File: config.mk
export PLATFORM = sky130hd
export DESIGN_NAME = apb_bridge_arbiter
export DESIGN_NICKNAME = d
export VERILOG_FILES = /design/src/rtl/apb_bridge_arbiter.sv
export SDC_FILE = /design/constraint.sdc
export NUM_CORES = 1
export LEC_CHECK = 0
export ABC_AREA = 1
export BUFFER_PORTS_ARGS = -buffer_cell sky130_fd_sc_hd__buf_2
export CORE_AREA = 2 2 164 166
export CTS_CLUSTER_SIZE = 16
export DETAILED_ROUTE_END_ITERATION = 8
export DIE_AREA = 0 0 166 168
export PLACE_DENSITY = 0.73
export SLEW_MARGIN = 25
export SYNTH_ARGS = -nofsm -noshare
export SYNTH_HDL_FRONTEND = slang
export SYNTH_SLANG_ARGS = --single-unit
File: constraint.sdc
create_clock -name i_clk -period 4.72 [get_ports i_clk]
set_input_delay 0.236 -clock i_clk [delete_from_list [all_inputs] [get_ports i_clk]]
set_output_delay 0.236 -clock i_clk [all_outputs]
set_load 0.005 [all_outputs]
File: src/rtl/apb_bridge_arbiter.sv
// Round-robin arbiter sharing one AHB-Lite slave (typically the AHB-to-APB bridge) between NUM_REQ requesters.
// Optional data-phase watchdog and sticky o_timeout output are enabled with `define ARB_TIMEOUT_EN.
module apb_bridge_arbiter #(
    parameter int NUM_REQ        = 4,
    parameter int ADDR_WIDTH     = 32,
    parameter int DATA_WIDTH     = 32,
    parameter int TIMEOUT_CYCLES = 255
) (
    input  logic                             i_clk,
    input  logic                             i_reset_n,
    input  logic [NUM_REQ-1:0]               i_req,
    input  logic [NUM_REQ*ADDR_WIDTH-1:0]    i_req_addr,
    input  logic [NUM_REQ-1:0]               i_req_write,
    input  logic [NUM_REQ*DATA_WIDTH-1:0]    i_req_wdata,
    output logic [NUM_REQ-1:0]               o_gnt,
    output logic [NUM_REQ-1:0]               o_done,
    output logic [DATA_WIDTH-1:0]            o_rdata,
    output logic                             o_err,
    output logic [ADDR_WIDTH-1:0]            o_haddr,
    output logic [1:0]                       o_htrans,
    output logic                             o_hwrite,
    output logic [2:0]                       o_hsize,
    output logic [2:0]                       o_hburst,
    output logic [3:0]                       o_hprot,
    output logic                             o_hmasterlock,
    output logic [DATA_WIDTH-1:0]            o_hwdata,
    output logic                             o_hreadyin,
    input  logic                             i_hreadyout,
    input  logic [DATA_WIDTH-1:0]            i_hrdata,
    input  logic                             i_hresp
`ifdef ARB_TIMEOUT_EN
    ,
    output logic                             o_timeout
`endif
);

    localparam int PW = $clog2(NUM_REQ);
    localparam logic [1:0] HTRANS_IDLE   = 2'b00;
    localparam logic [1:0] HTRANS_NONSEQ = 2'b10;

    typedef enum logic [1:0] {
        S_IDLE = 2'b00,
        S_ADDR = 2'b01,
        S_DATA = 2'b10
    } state_e;

    state_e                  state_q, state_d;
    logic [NUM_REQ-1:0]      gnt_q, gnt_d;
    logic [NUM_REQ-1:0]      done_q, done_d;
    logic [PW-1:0]           ptr_q, ptr_d;
    logic [PW-1:0]           gidx_q, gidx_d;
    logic [ADDR_WIDTH-1:0]   haddr_q, haddr_d;
    logic                    hwrite_q, hwrite_d;
    logic [1:0]              htrans_q, htrans_d;
    logic [DATA_WIDTH-1:0]   wdata_q, wdata_d;
    logic [DATA_WIDTH-1:0]   hwdata_q, hwdata_d;
    logic [DATA_WIDTH-1:0]   rdata_q, rdata_d;
    logic                    err_q, err_d;
    logic                    complete;

`ifdef ARB_TIMEOUT_EN
    localparam int CW = ($clog2(TIMEOUT_CYCLES + 1) > 8) ? $clog2(TIMEOUT_CYCLES + 1) : 8;
    logic [CW-1:0]           tcnt_q, tcnt_d;
    logic                    timeout_q, timeout_d;
`endif

    // A requester whose done pulse is visible this cycle is not eligible yet.
    logic [NUM_REQ-1:0]      elig;
    logic                    pick_vld;
    logic [PW-1:0]           pick_idx;
    int unsigned             cand;

    always_comb begin
        elig     = i_req & ~done_q;
        pick_vld = 1'b0;
        pick_idx = '0;
        cand     = 0;
        for (int unsigned i = 0; i < NUM_REQ; i++) begin
            cand = (32'(ptr_q) + i) % NUM_REQ;
            if (!pick_vld && elig[PW'(cand)]) begin
                pick_vld = 1'b1;
                pick_idx = PW'(cand);
            end
        end
    end

    always_comb begin
        state_d  = state_q;
        gnt_d    = gnt_q;
        done_d   = '0;
        ptr_d    = ptr_q;
        gidx_d   = gidx_q;
        haddr_d  = haddr_q;
        hwrite_d = hwrite_q;
        htrans_d = htrans_q;
        wdata_d  = wdata_q;
        hwdata_d = hwdata_q;
        rdata_d  = rdata_q;
        err_d    = err_q;
        complete = 1'b0;
`ifdef ARB_TIMEOUT_EN
        tcnt_d    = tcnt_q;
        timeout_d = timeout_q;
`endif
        case (state_q)
            S_IDLE: begin
                if (pick_vld) begin
                    gnt_d           = '0;
                    gnt_d[pick_idx] = 1'b1;
                    gidx_d          = pick_idx;
                    haddr_d         = i_req_addr[pick_idx*ADDR_WIDTH +: ADDR_WIDTH];
                    hwrite_d        = i_req_write[pick_idx];
                    wdata_d         = i_req_wdata[pick_idx*DATA_WIDTH +: DATA_WIDTH];
                    htrans_d        = HTRANS_NONSEQ;
                    state_d         = S_ADDR;
                end
            end
            S_ADDR: begin
                if (i_hreadyout) begin
                    htrans_d = HTRANS_IDLE;
                    hwdata_d = hwrite_q ? wdata_q : '0;
                    state_d  = S_DATA;
`ifdef ARB_TIMEOUT_EN
                    tcnt_d   = '0;
`endif
                end
            end
            S_DATA: begin
                if (i_hreadyout) begin
                    rdata_d  = hwrite_q ? '0 : i_hrdata;
                    err_d    = i_hresp;
                    complete = 1'b1;
                end
`ifdef ARB_TIMEOUT_EN
                else if (tcnt_q == CW'(TIMEOUT_CYCLES - 1)) begin
                    rdata_d   = '0;
                    err_d     = 1'b1;
                    timeout_d = 1'b1;
                    complete  = 1'b1;
                end else begin
                    tcnt_d = tcnt_q + 1'b1;
                end
`endif
            end
            default: begin
                state_d  = S_IDLE;
                gnt_d    = '0;
                htrans_d = HTRANS_IDLE;
            end
        endcase

        if (complete) begin
            done_d[gidx_q] = 1'b1;
            gnt_d          = '0;
            ptr_d          = (gidx_q == PW'(NUM_REQ - 1)) ? '0 : gidx_q + 1'b1;
            state_d        = S_IDLE;
        end
    end

    always_ff @(posedge i_clk or negedge i_reset_n) begin
        if (!i_reset_n) begin
            state_q  <= S_IDLE;
            gnt_q    <= '0;
            done_q   <= '0;
            ptr_q    <= '0;
            gidx_q   <= '0;
            haddr_q  <= '0;
            hwrite_q <= 1'b0;
            htrans_q <= HTRANS_IDLE;
            wdata_q  <= '0;
            hwdata_q <= '0;
            rdata_q  <= '0;
            err_q    <= 1'b0;
        end else begin
            state_q  <= state_d;
            gnt_q    <= gnt_d;
            done_q   <= done_d;
            ptr_q    <= ptr_d;
            gidx_q   <= gidx_d;
            haddr_q  <= haddr_d;
            hwrite_q <= hwrite_d;
            htrans_q <= htrans_d;
            wdata_q  <= wdata_d;
            hwdata_q <= hwdata_d;
            rdata_q  <= rdata_d;
            err_q    <= err_d;
        end
    end

`ifdef ARB_TIMEOUT_EN
    always_ff @(posedge i_clk or negedge i_reset_n) begin
        if (!i_reset_n) begin
            tcnt_q    <= '0;
            timeout_q <= 1'b0;
        end else begin
            tcnt_q    <= tcnt_d;
            timeout_q <= timeout_d;
        end
    end

    assign o_timeout = timeout_q;
`endif

    assign o_gnt         = gnt_q;
    assign o_done        = done_q;
    assign o_rdata       = rdata_q;
    assign o_err         = err_q;
    assign o_haddr       = haddr_q;
    assign o_htrans      = htrans_q;
    assign o_hwrite      = hwrite_q;
    assign o_hwdata      = hwdata_q;
    assign o_hsize       = 3'b010;
    assign o_hburst      = 3'b000;
    assign o_hprot       = 4'b0011;
    assign o_hmasterlock = 1'b0;
    assign o_hreadyin    = i_hreadyout;

endmodule

# ---- Word level (Yosys, flattened, before mapping)
# Cells that the tools add are included.
dict set report word_totals {
  regBits 146
  latchBits 0
  mem_bits_rw 0
  mem_bits_ro 0
  in_bits 300
  output_inout_bits 120
  wordCells 92
  memories 0
}
dict set report op_classes {
  add_sub_neg 4
  mul 0
  div 0
  magnitude_cmp 8
  eq_ne 9
  n_shift 2
  mux 38
  n_bitwise 3
  reduce_logical 16
}
# cell n
set op_table {}
lappend op_table {{$shiftx 128x8->32} 2}
lappend op_table {{$mux 32} 2}
lappend op_table {{$mux 2} 10}
lappend op_table {{$lt 2x3->1 const B} 6}
lappend op_table {{$mux 1} 13}
lappend op_table {{$mux 4} 3}
lappend op_table {{$pmux 2 s3} 2}
lappend op_table {{$bmux 1 s2} 5}
lappend op_table {{$pmux 4 s2} 1}
lappend op_table {{$reduce_and 2->1} 4}
lappend op_table {{$ne 2x2->1 const B} 3}
lappend op_table {{$ne 3x3->1 const B} 2}
lappend op_table {{$reduce_and 3->1} 2}
lappend op_table {{$logic_and 1x1->1} 5}
lappend op_table {{$add 2x1->2 const B} 2}
lappend op_table {{$add 2x2->2 const B} 2}
lappend op_table {{$and 4x4->4} 1}
lappend op_table {{$demux 1 s2} 2}
lappend op_table {{$eq 2x2->1 const B} 2}
lappend op_table {{$ge 2x1->1 const B} 2}
lappend op_table {{$not 4->4} 1}
lappend op_table {{$logic_not 1->1} 3}
lappend op_table {{$eq 2x1->1 const B} 1}
lappend op_table {{$logic_not 2->1} 1}
lappend op_table {{other kinds (3)} 3}

# ---- Depth between registers and ports, before layout
# Gate-level depths: netlist of run 1.
dict set report depth {
  word_depth 21
  ltp_mapped 17
  ltp_nobuf 15
}

# ---- Least setup slack after synthesis of run 1
# Ideal clock, no wire load.
dict set report synth_timing {
  path_type {register to register}
  startpoint {register ptr_q[0]}
  endpoint {register haddr_q[10] (netlist: o_haddr[10])}
  setup_time_ns 0.117
  arrival_ns 1.777
  required_ns 4.603
  slack_ns 2.826
  path_stages_with_launch 17
  n_path_buf 2
  period_less_slack_ns 1.894
  cell_sequence {dfrtp_1 > inv_2 > nand2_1 > nand2_2 > nand3_1 > nand2_1 > nand2_2 > nor2_4 > nand3_2 > nand2_2 > inv_2 > buf_4 > buf_6 > nand3_1 > nand2_1 > nand2_1 > nand2_1}
}
dict set report synth_between {
  elab_chain_len 13
  word_cells_on_any_way 27
  classes_between {add/sub (3); shift (1); mux (16); reduce/logical (7)}
}
# element line
set synth_rtl {}
lappend synth_rtl {{start, declared} 50} ;# logic [PW-1:0] ptr_q, ptr_d;
lappend synth_rtl {{start signal, assigned} 178} ;# ptr_q <= ptr_d;
lappend synth_rtl {{branches (longest 13 deep; another with $add 2x1->2)} --}
lappend synth_rtl {{end signal, assigned} 180} ;# haddr_q <= haddr_d;
lappend synth_rtl {{end, declared} 52} ;# logic [ADDR_WIDTH-1:0] haddr_q, haddr_d;
# Several ways; the timed one is not identified. The select of a mux whose other input is x is not followed.
# A chain may end at the register's enable or synchronous reset.

# ---- Worst setup path in the final report of run 1
dict set report layout_timing {
  startpoint {register ptr_q[0]}
  endpoint {register gnt_q[1] (netlist: o_gnt[1])}
}
dict set report layout_between {
  elab_chain_len 19
  word_cells_on_any_way 35
  classes_between {add/sub (3); order compare (2); eq/ne (1); mux (21); reduce/logical (8)}
}
# element line
set layout_rtl {}
lappend layout_rtl {{branches (longest 19 deep; another with $lt 2x3->1)} --}
lappend layout_rtl {{end signal, assigned} 176} ;# gnt_q <= gnt_d;
lappend layout_rtl {{end, declared} 48} ;# logic [NUM_REQ-1:0] gnt_q, gnt_d;
# Several ways; the timed one is not identified. The select of a mux whose other input is x is not followed.

==> summary.txt, run 1 <==
WL per Instance -> 14.32 um
Port Buffers -> 407
min Tclk post-route -> 3.255 ns
ANT cells -> 0
mux share of post-synthesis cell area -> 0
period utilization -> 0.6897
core box area -> 0.02635 mm^2
I/O pin cnt -> 420
DRT iter0 DRCs -> 767
setup_tns -> 0 ns
number of enable flip-flop cells after synthesis -> 0
largest net degree at the start of global routing -> 93
first-pass GRT wire length -> 50,140 um
total CTS buffers -> 17
Pre-Repair DR Iteration Count -> 6
slowest CP cell -> nand2_2
Die Y -> 168 um
Fin. Hold Viols -> 0
WHS -> 0.02562 ns
final setup fails -> 0
RSZ-0062 raised after global routing -> no
CP startpoint kind -> flop
Synth Area in XOR/XNOR -> 0
switching power -> 4.492 mW
Worst Path Required -> 4.98 ns
hpwl dp -> 21,570 um
Slew @ Worst Pin -> 1.005 ns
clock transition at the registers of the reported paths -> 0.07 ns
crit path kind -> flop to flop
Max-cap violations -> 0
Die X -> 166 um
CTS tree -> yes
Layout area overhead -> 28.39%
slowest cell delay on critical path -> 0.79 ns
HP Class -> input port to flop
final WL -> 31,070 um
htree depth -> 4
Post-synth ARST share -> 1.000
post-route setup slack -> 1.465 ns
area share of and/or/nand/nor cells after synthesis -> 0.4063
Slew Viols, Final -> 0
status -> finished, final reports clean
ys flop type -> dfrtp_1
Max VDD drop -> 0.5253 mV
Worst Skew -> 0.009110 ns
combinational share of power -> 0.601
Sequential Power Share -> 0.235
Final nets -> 2,121
pre-CTS setup slack -> 1.492 ns
Setup crit end kind -> flop
clk root buf -> clkbuf_16
number of vias per cell -> 4.820
arrival time at the worst endpoint -> 3.52 ns
# rows -> 60
leakage power -> 7.684 nW
fmax -> 307.2 MHz
Vias -> 10,460
post-synthesis instance total -> 1,478
register area share after synthesis -> 0.3850
reg-to-reg setup timing slack -> 1.46 ns
Sw Share -> 0.5045
latest clock arrival within the worst-skew pair -> 0.42 ns
adder-cell share of the synthesized area -> 0.005310
Initial Util -> 0.3577
CP top delay family -> simple AND/OR/NAND/NOR gates
# DRC -> 0
DRT antenna net count -> 0
Final Wtd Congestion -> 0.9029
total global-route track usage -> 0.2199
post-synthesis register bit count -> 145
Post-Syn Area -> 0.009425 mm^2
initial antenna violation count -> 0
die area -> 0.02789 mm^2
Clock Path Buffers -> 2
synth warn -> 0
post-synthesis average cell area -> 6.377 um^2
fillcell total -> 2,736
vias in the first global route -> 10,050
number of library cell types mapped by synthesis -> 21
Synth Area in Compound Gates -> 0.02575
layout cells sized above 1 -> 0.2581
largest family of logic cells by synthesized area -> simple AND/OR/NAND/NOR gates
internal power -> 4.412 mW
worst path bufs/invs -> 2
crit-path cells -> inv_2 > nand3_2 > nand3_1 > nand2_2 > nand3_1 > nand2_4 > nand2_2 > buf_4 > nand2_1 > nand2_1 > o22ai_1
Worst Path Max Fanout -> 43
PwrDens -> 735.8 mW/mm^2
Rel. slew slack -> 0.3293
Clk pwr share -> 0.164
total grt overflow -> 0
Clock Sinks -> 145
-- cells in the mapped netlist, types with 2 or more instances --
library cell,count,area (um^2)
a21oi_1,5,25.02
buf_1,2,7.510
buf_2,48,240.2
buf_4,22,165.2
buf_6,5,56.30
clkbuf_1,34,127.6
conb_1,2,7.510
dfrtp_1,145,3628
ha_1,4,50.05
inv_1,280,1051
inv_2,5,18.77
nand2_1,490,1839
nand2_2,7,43.79
nand3_1,370,1852
nand3_2,3,30.03
nand4_1,2,12.51
nor2_1,11,41.29
o21ai_0,37,185.2
o22ai_1,4,25.02
-- worst register-to-register path: stages (launching register included) --
cell,delay [ns]
dfrtp_1,0.45
inv_2,0.20
nand3_2,0.13
nand3_1,0.14
nand2_2,0.11
nand3_1,0.14
nand2_4,0.27
nand2_2,0.79
buf_4,0.48
nand2_1,0.14
nand2_1,0.18
o22ai_1,0.09
-- layer usage --
layer,global-route usage,up-vias,share of wire
met3,0.04137,66,0.070
met4,0.07713,0,0.025
met5,0,-,0
li1,-,5164,-
met2,0.3781,454,0.49
met1,0.2777,4775,0.41
-- per-stage QoR --
stage          power [mW]  utilization  instance area, um^2  instances
3_3_place_gp        7.348       0.4349                11460       2138
3_5_place_dp        7.457       0.4349                11460       2138
4_1_cts             8.962       0.4591                12100       2170
2_1_floorplan       6.045            -                 9463       1488
5_1_grt             9.808       0.4593                12100       2170
6_report            8.904       0.4593                12100       2170
-- power by group through the flow --
| stage | Clock [mW] | Sequential, mW | Combinational (mW) |
|---|---|---|---|
| after floorplan | 0 | 2.10 | 3.95 |
| after global placement | 0 | 2.10 | 5.25 |
| after detailed placement | 0 | 2.10 | 5.36 |
| after CTS | 1.50 | 2.09 | 5.37 |
| after global routing | 1.54 | 2.16 | 6.11 |
| final | 1.46 | 2.09 | 5.35 |
-- cells in the final DEF, fill, tap and decap left out, drive strengths merged --
cell,count
bufinv,4
nand2,497
dfrtp,145
a21oi,5
ha,4
nor2,12
o22ai,4
clkbuf,17
nand3,373
clkinv,5
clkinvlp,1
dlygate4sd3,1
o21ai,37
conb,12
o211ai,1
buf,420
inv,289
nand4,2
-- worst paths after layout --
check                                   end   startpoint  cells after the start
worst max register to register     o_gnt[1]     ptr_q[0]                     11
worst max-delay path               o_gnt[1]     ptr_q[0]                     11
min in group asynchronous       o_rdata[31]    i_reset_n                      2
max in group asynchronous         gidx_q[0]    i_reset_n                      3
worst min register to register  o_rdata[10]  o_rdata[10]                      2
worst min-delay path                  o_err      i_hresp                      3
-- sequential cells by signal, summed over array words and instances (netlist names) --
name	cells
o_haddr	32
o_hwdata	32
o_rdata	32
wdata_q	32
o_done	4
o_gnt	4
gidx_q	2
ptr_q	2
state_q	2
o_err	1
o_htrans	1
o_hwrite	1
-- repair_timing --
action,CTS,global route
endpoints found under the hold margin,91,0
resized for setup,0,0
hold buffers,1,0
setup buffers,0,0
-- cell type report --
type                       count  area [um^2]  area share
clock buffer                  17        425.4     0.03515
tap                          341        426.7     0.03526
sequential                   145         3628      0.2998
multi-input combinational    947         4198      0.3469
clock inverter                14        202.7     0.01675
inverter                     285         1070     0.08840
timing repair buffer         421         2151      0.1777
-- logic make-up (layout without fill, tap and decap cells) --
group,Yosys count,in the layout
AO/OA/AOI/OAI,47,47
buffers and inverters,396,737
AND/OR/NAND/NOR,884,884
adder cells (fa/ha/maj),4,4
other,2,12
flip-flops,145,145
Note: power is estimated with default switching activity, not from simulation.
==> run 2, diff against run 1 <==
CORE_AREA = 2 2 163 165   (was 2 2 164 166)
DIE_AREA = 0 0 165 167   (was 0 0 166 168)
PLACE_DENSITY = 0.76   (was 0.73)
clock period = 2.9 ns   (was 4.72 ns; I/O delays follow)
==> summary.txt, run 2 (same netlist as run 1, synthesis figures left out) <==
layout cells sized above 1 -> 0.2564
PostCTS Resize Cnt -> 0
Clock Sinks -> 145
min Tclk post-route -> 2.528 ns
fillcell total -> 2,598
Layout Cells excl Fill -> 2,203
Slew Viols, Final -> 0
Rel. slew slack -> 0.5447
Initial Util -> 0.3658
RSZ-0062 raised after global routing -> no
Vias -> 10,800
crit path kind -> flop to flop
period utilization -> 0.8716
hold-fix buffers at CTS -> 33
Sw Share -> 0.5037
largest net degree at the start of global routing -> 80
Finished Cell Area -> 0.01255 mm^2
Clk pwr share -> 0.151
clock transition at the registers of the reported paths -> 0.06 ns
internal power -> 7.365 mW
Sequential cell area -> 0.003628 mm^2
PwrDens -> 1183 mW/mm^2
number of vias per cell -> 4.903
Setup crit end kind -> flop
total grt overflow -> 0
Max VDD drop -> 0.7411 mV
commonest non-fill, non-tap cells in the layout -> nand2_1, buf_2, nand3_1
hpwl dp -> 22,080 um
CTS tree -> yes
# Post-CTS Setup Buffers -> 0
die area -> 0.02756 mm^2
# DRC -> 0
status -> finished, final reports clean
Final nets -> 2,160
combinational share of power -> 0.619
Slew @ Worst Pin -> 0.6820 ns
total CTS buffers -> 17
Port Buffers -> 407
Layout area overhead -> 33.11%
most common cell after layout, fill and taps aside -> nand2_1
I/O pin cnt -> 420
CP startpoint kind -> flop
initial antenna violation count -> 0
area of the multi-input gates -> 0.004198 mm^2
worst hold stages -> 3
setup_tns -> 0 ns
core box area -> 0.02576 mm^2
ANT cells -> 0
Reg2Reg Depth -> 13
# rows -> 59
total global-route track usage -> 0.2280
Max-cap violations -> 0
Placement Cell Area -> 0.01163 mm^2
placed insts -> 2,139
vias in the first global route -> 10,070
clk root buf -> clkbuf_16
final WL -> 31,980 um
Die Y -> 167 um
final setup fails -> 0
Worst Path Max Fanout -> 49
DRT iter0 DRCs -> 909
htree depth -> 4
Pre-Repair DR Iteration Count -> 9
arrival time at the worst endpoint -> 2.83 ns
first-pass GRT wire length -> 50,130 um
fmax -> 395.6 MHz
Fin. Hold Viols -> 0
leakage power -> 7.861 nW
switching power -> 7.474 mW
Worst Path Required -> 3.21 ns
Clock Path Buffers -> 2
HP Class -> input port to flop
latest clock arrival within the worst-skew pair -> 0.42 ns
Die X -> 165 um
Final Wtd Congestion -> 0.8978
DRT antenna net count -> 0
WL per Instance -> 14.52 um
Total Power -> 14.84 mW
Sequential Power Share -> 0.231
Core Util, Final -> 0.4870
Worst Skew -> 0.01675 ns
[run 2: critical path, stage by stage, from the launching register on]
cell     delay, ns
dfrtp_1       0.46
inv_2         0.20
nand2_1       0.10
nand2_2       0.12
nand3_1       0.09
nand2_1       0.17
nand4_1       0.19
nand2_4       0.32
buf_12        0.27
nand3_1       0.16
nand3_1       0.12
nand2_1       0.06
nand2_1       0.05
nand2_1       0.05
[run 2: final timing paths]
check	end	slack, ns	start
worst min register to register	o_haddr[29]	0.47	o_haddr[29]
worst max-delay path	o_haddr[29]	0.37	ptr_q[0]
worst min-delay path	o_haddr[30]	0.02	i_req_addr[62]
min in group asynchronous	o_rdata[30]	0.24	i_reset_n
max in group asynchronous	gidx_q[0]	1.97	i_reset_n
worst max register to register	o_haddr[29]	0.37	ptr_q[0]
[run 2: cell type report]
class / count / share of cell area
clock buffer: 18 / 0.03421
clock inverter: 13 / 0.01217
inverter: 285 / 0.08527
multi-input combinational: 947 / 0.3346
sequential: 145 / 0.2892
tap: 335 / 0.03341
timing repair buffer: 460 / 0.2111
[run 2: routing by layer]
metal / GRT usage / vias to the layer above / share of wire
li1: - / 5243 / -
met1: 0.2860 / 4965 / 0.42
met2: 0.3889 / 511 / 0.49
met3: 0.04259 / 83 / 0.067
met4: 0.08129 / 0 / 0.028
met5: 0 / - / 0
[run 2: through the flow]
stage,setup WS (ns),hold slack (ns)
final,0.3722,0.01953
after global routing,0.1312,0.01414
after CTS,0.4046,0.006030
after detailed placement,0.4166,0.1202
after global placement,0.5553,0.1142
after floorplan,1.006,-0.1506
[run 2: power groups by stage]
| stage | registers (mW) | logic (mW) | clock network [mW] |
|---|---|---|---|
| floorplan | 3.41 | 6.43 | 0 |
| finish | 3.42 | 9.18 | 2.24 |
| global placement | 3.41 | 8.95 | 0 |
| CTS | 3.41 | 9.17 | 2.30 |
| global route | 3.52 | 10.4 | 2.39 |
| detailed placement | 3.42 | 9.12 | 0 |
==> run 3, diff against run 2 <==
CORE_AREA = 2 2 210 109   (was 2 2 163 165)
DIE_AREA = 0 0 212 111   (was 0 0 165 167)
PLACE_DENSITY = 0.87   (was 0.76)
==> summary.txt, run 3 (same netlist as run 1, synthesis figures left out) <==
Core Util, Final -> 0.5711
I/O pin cnt -> 420
first-pass GRT wire length -> 55,130 um
WHS -> 0.06556 ns
gr busiest metal -> met2
total grt overflow -> 0
leakage power -> 7.882 nW
RSZ-0062 raised after global routing -> no
WL per Instance -> 16.02 um
Die X -> 212 um
crit path from -> ptr_q[0]
Port Buffers -> 407
Reg2Reg Depth -> 14
Setup crit end kind -> flop
most common cell after layout, fill and taps aside -> nand2_1
initial antenna violation count -> 3
number of vias per cell -> 5.141
commonest non-fill, non-tap cells in the layout -> nand2_1, buf_2, nand3_1
hpwl dp -> 23,790 um
htree depth -> 4
Final nets -> 2,163
DRT iter0 DRCs -> 1,296
Slew @ Worst Pin -> 0.9897 ns
status -> finished, final reports clean
M3 GR Usage -> 0.08017
final WL -> 34,950 um
die area -> 0.02353 mm^2
# Post-CTS Setup Buffers -> 0
Worst Path Max Fanout -> 72
Rel. slew slack -> 0.3361
Max-cap violations -> 0
pre-CTS setup slack -> 0.2062 ns
post-route setup slack -> 0.1852 ns
RR Startpoint -> ptr_q[0]
arrival time at the worst endpoint -> 3.04 ns
Final Wtd Congestion -> 0.9407
hold worst-path end -> o_haddr[30]
reg2reg end -> o_haddr[8]
latest clock arrival within the worst-skew pair -> 0.43 ns
Fin. Hold Viols -> 0
DRT antenna net count -> 0
Clock Sinks -> 145
vias in the first global route -> 11,020
Layout area overhead -> 33.35%
min Tclk post-route -> 2.715 ns
worst hold start -> i_req_addr[94]
final setup fails -> 0
clock transition at the registers of the reported paths -> 0.07 ns
setup_tns -> 0 ns
Vias -> 11,220
Worst Path Required -> 3.22 ns
core box area -> 0.02201 mm^2
PwrDens -> 1206 mW/mm^2
fmax -> 368.3 MHz
Worst Skew -> 0.008764 ns
Total Power -> 15.16 mW
worst hold stages -> 5
largest net degree at the start of global routing -> 73
Initial Util -> 0.4283
Clock Path Buffers -> 2
met2 Track Usage GR -> 0.4704
layout cells sized above 1 -> 0.2564
# DRC -> 0
crit path kind -> flop to flop
M1 GR Usage -> 0.3709
Max VDD drop -> 0.8832 mV
Slew Viols, Final -> 0
total global-route track usage -> 0.2984
CP startpoint kind -> flop
# rows -> 39
clk root buf -> clkbuf_16
total CTS buffers -> 17
reg-to-reg setup timing slack -> 0.19 ns
Die Y -> 111 um
period utilization -> 0.9361
HP Class -> input port to flop
Pre-Repair DR Iteration Count -> 7
CTS tree -> yes
run 3: metal layers:
metal	vias up	wire [um]
li1	5256	-
met1	5144	14120
met2	697	15440
met3	120	3625
met4	0	1774
met5	-	0
run 3: repair_timing:
| action | 4_1_cts | 5_1_grt |
|---|---|---|
| setup endpoints to repair | 0 | 17 |
| hold buffers | 36 | 0 |
| resized for setup | 0 | 3 |
| endpoints found under the hold margin | 84 | 0 |
run 3: per-stage QoR:
| stage | area [um^2] | cells |
|---|---|---|
| final | 12570 | 2182 |
| after global routing | 12570 | 2181 |
| after CTS | 12550 | 2179 |
| after detailed placement | 11610 | 2111 |
| after global placement | 11610 | 2111 |
| after floorplan | 9463 | 1488 |
run 3: area by class of cell:
type	instances	area [um^2]
fill	2016	9439
multi-input combinational	947	4210
sequential	145	3628
timing repair buffer	463	2683
inverter	285	1072
clock buffer	18	439.2
tap	307	384.1
clock inverter	14	143.9
antenna	3	7.507
run 3: worst max-delay path by stage:
stage	depth (start not counted)	slack, ns	to
2_1_floorplan	16	1.01	o_haddr[10]
3_3_place_gp	14	0.34	wdata_q[0]
3_5_place_dp	14	0.21	wdata_q[31]
4_1_cts	14	0.18	wdata_q[31]
5_1_grt	14	0.02	wdata_q[18]
6_report	14	0.19	o_haddr[8]
run 3: power by group:
group / switching, mW / internal, mW
Combinational: 6.39 / 3.16
Sequential: 0.500 / 2.92
Clock: 0.962 / 1.23
Total: 7.85 / 7.31
run 3: critical path: stages, from the launching register on:
cell and delay (ns):
dfrtp_1 0.46, inv_2 0.21, nand2_1 0.09, nand2_2 0.11
nand3_1 0.08, nand2_1 0.17, nand3_1 0.15, nand2_4 0.10
buf_12 0.28, buf_4 0.39, nand3_1 0.14, nand3_1 0.16
nand2_1 0.07, nand2_1 0.06, nand2_1 0.05
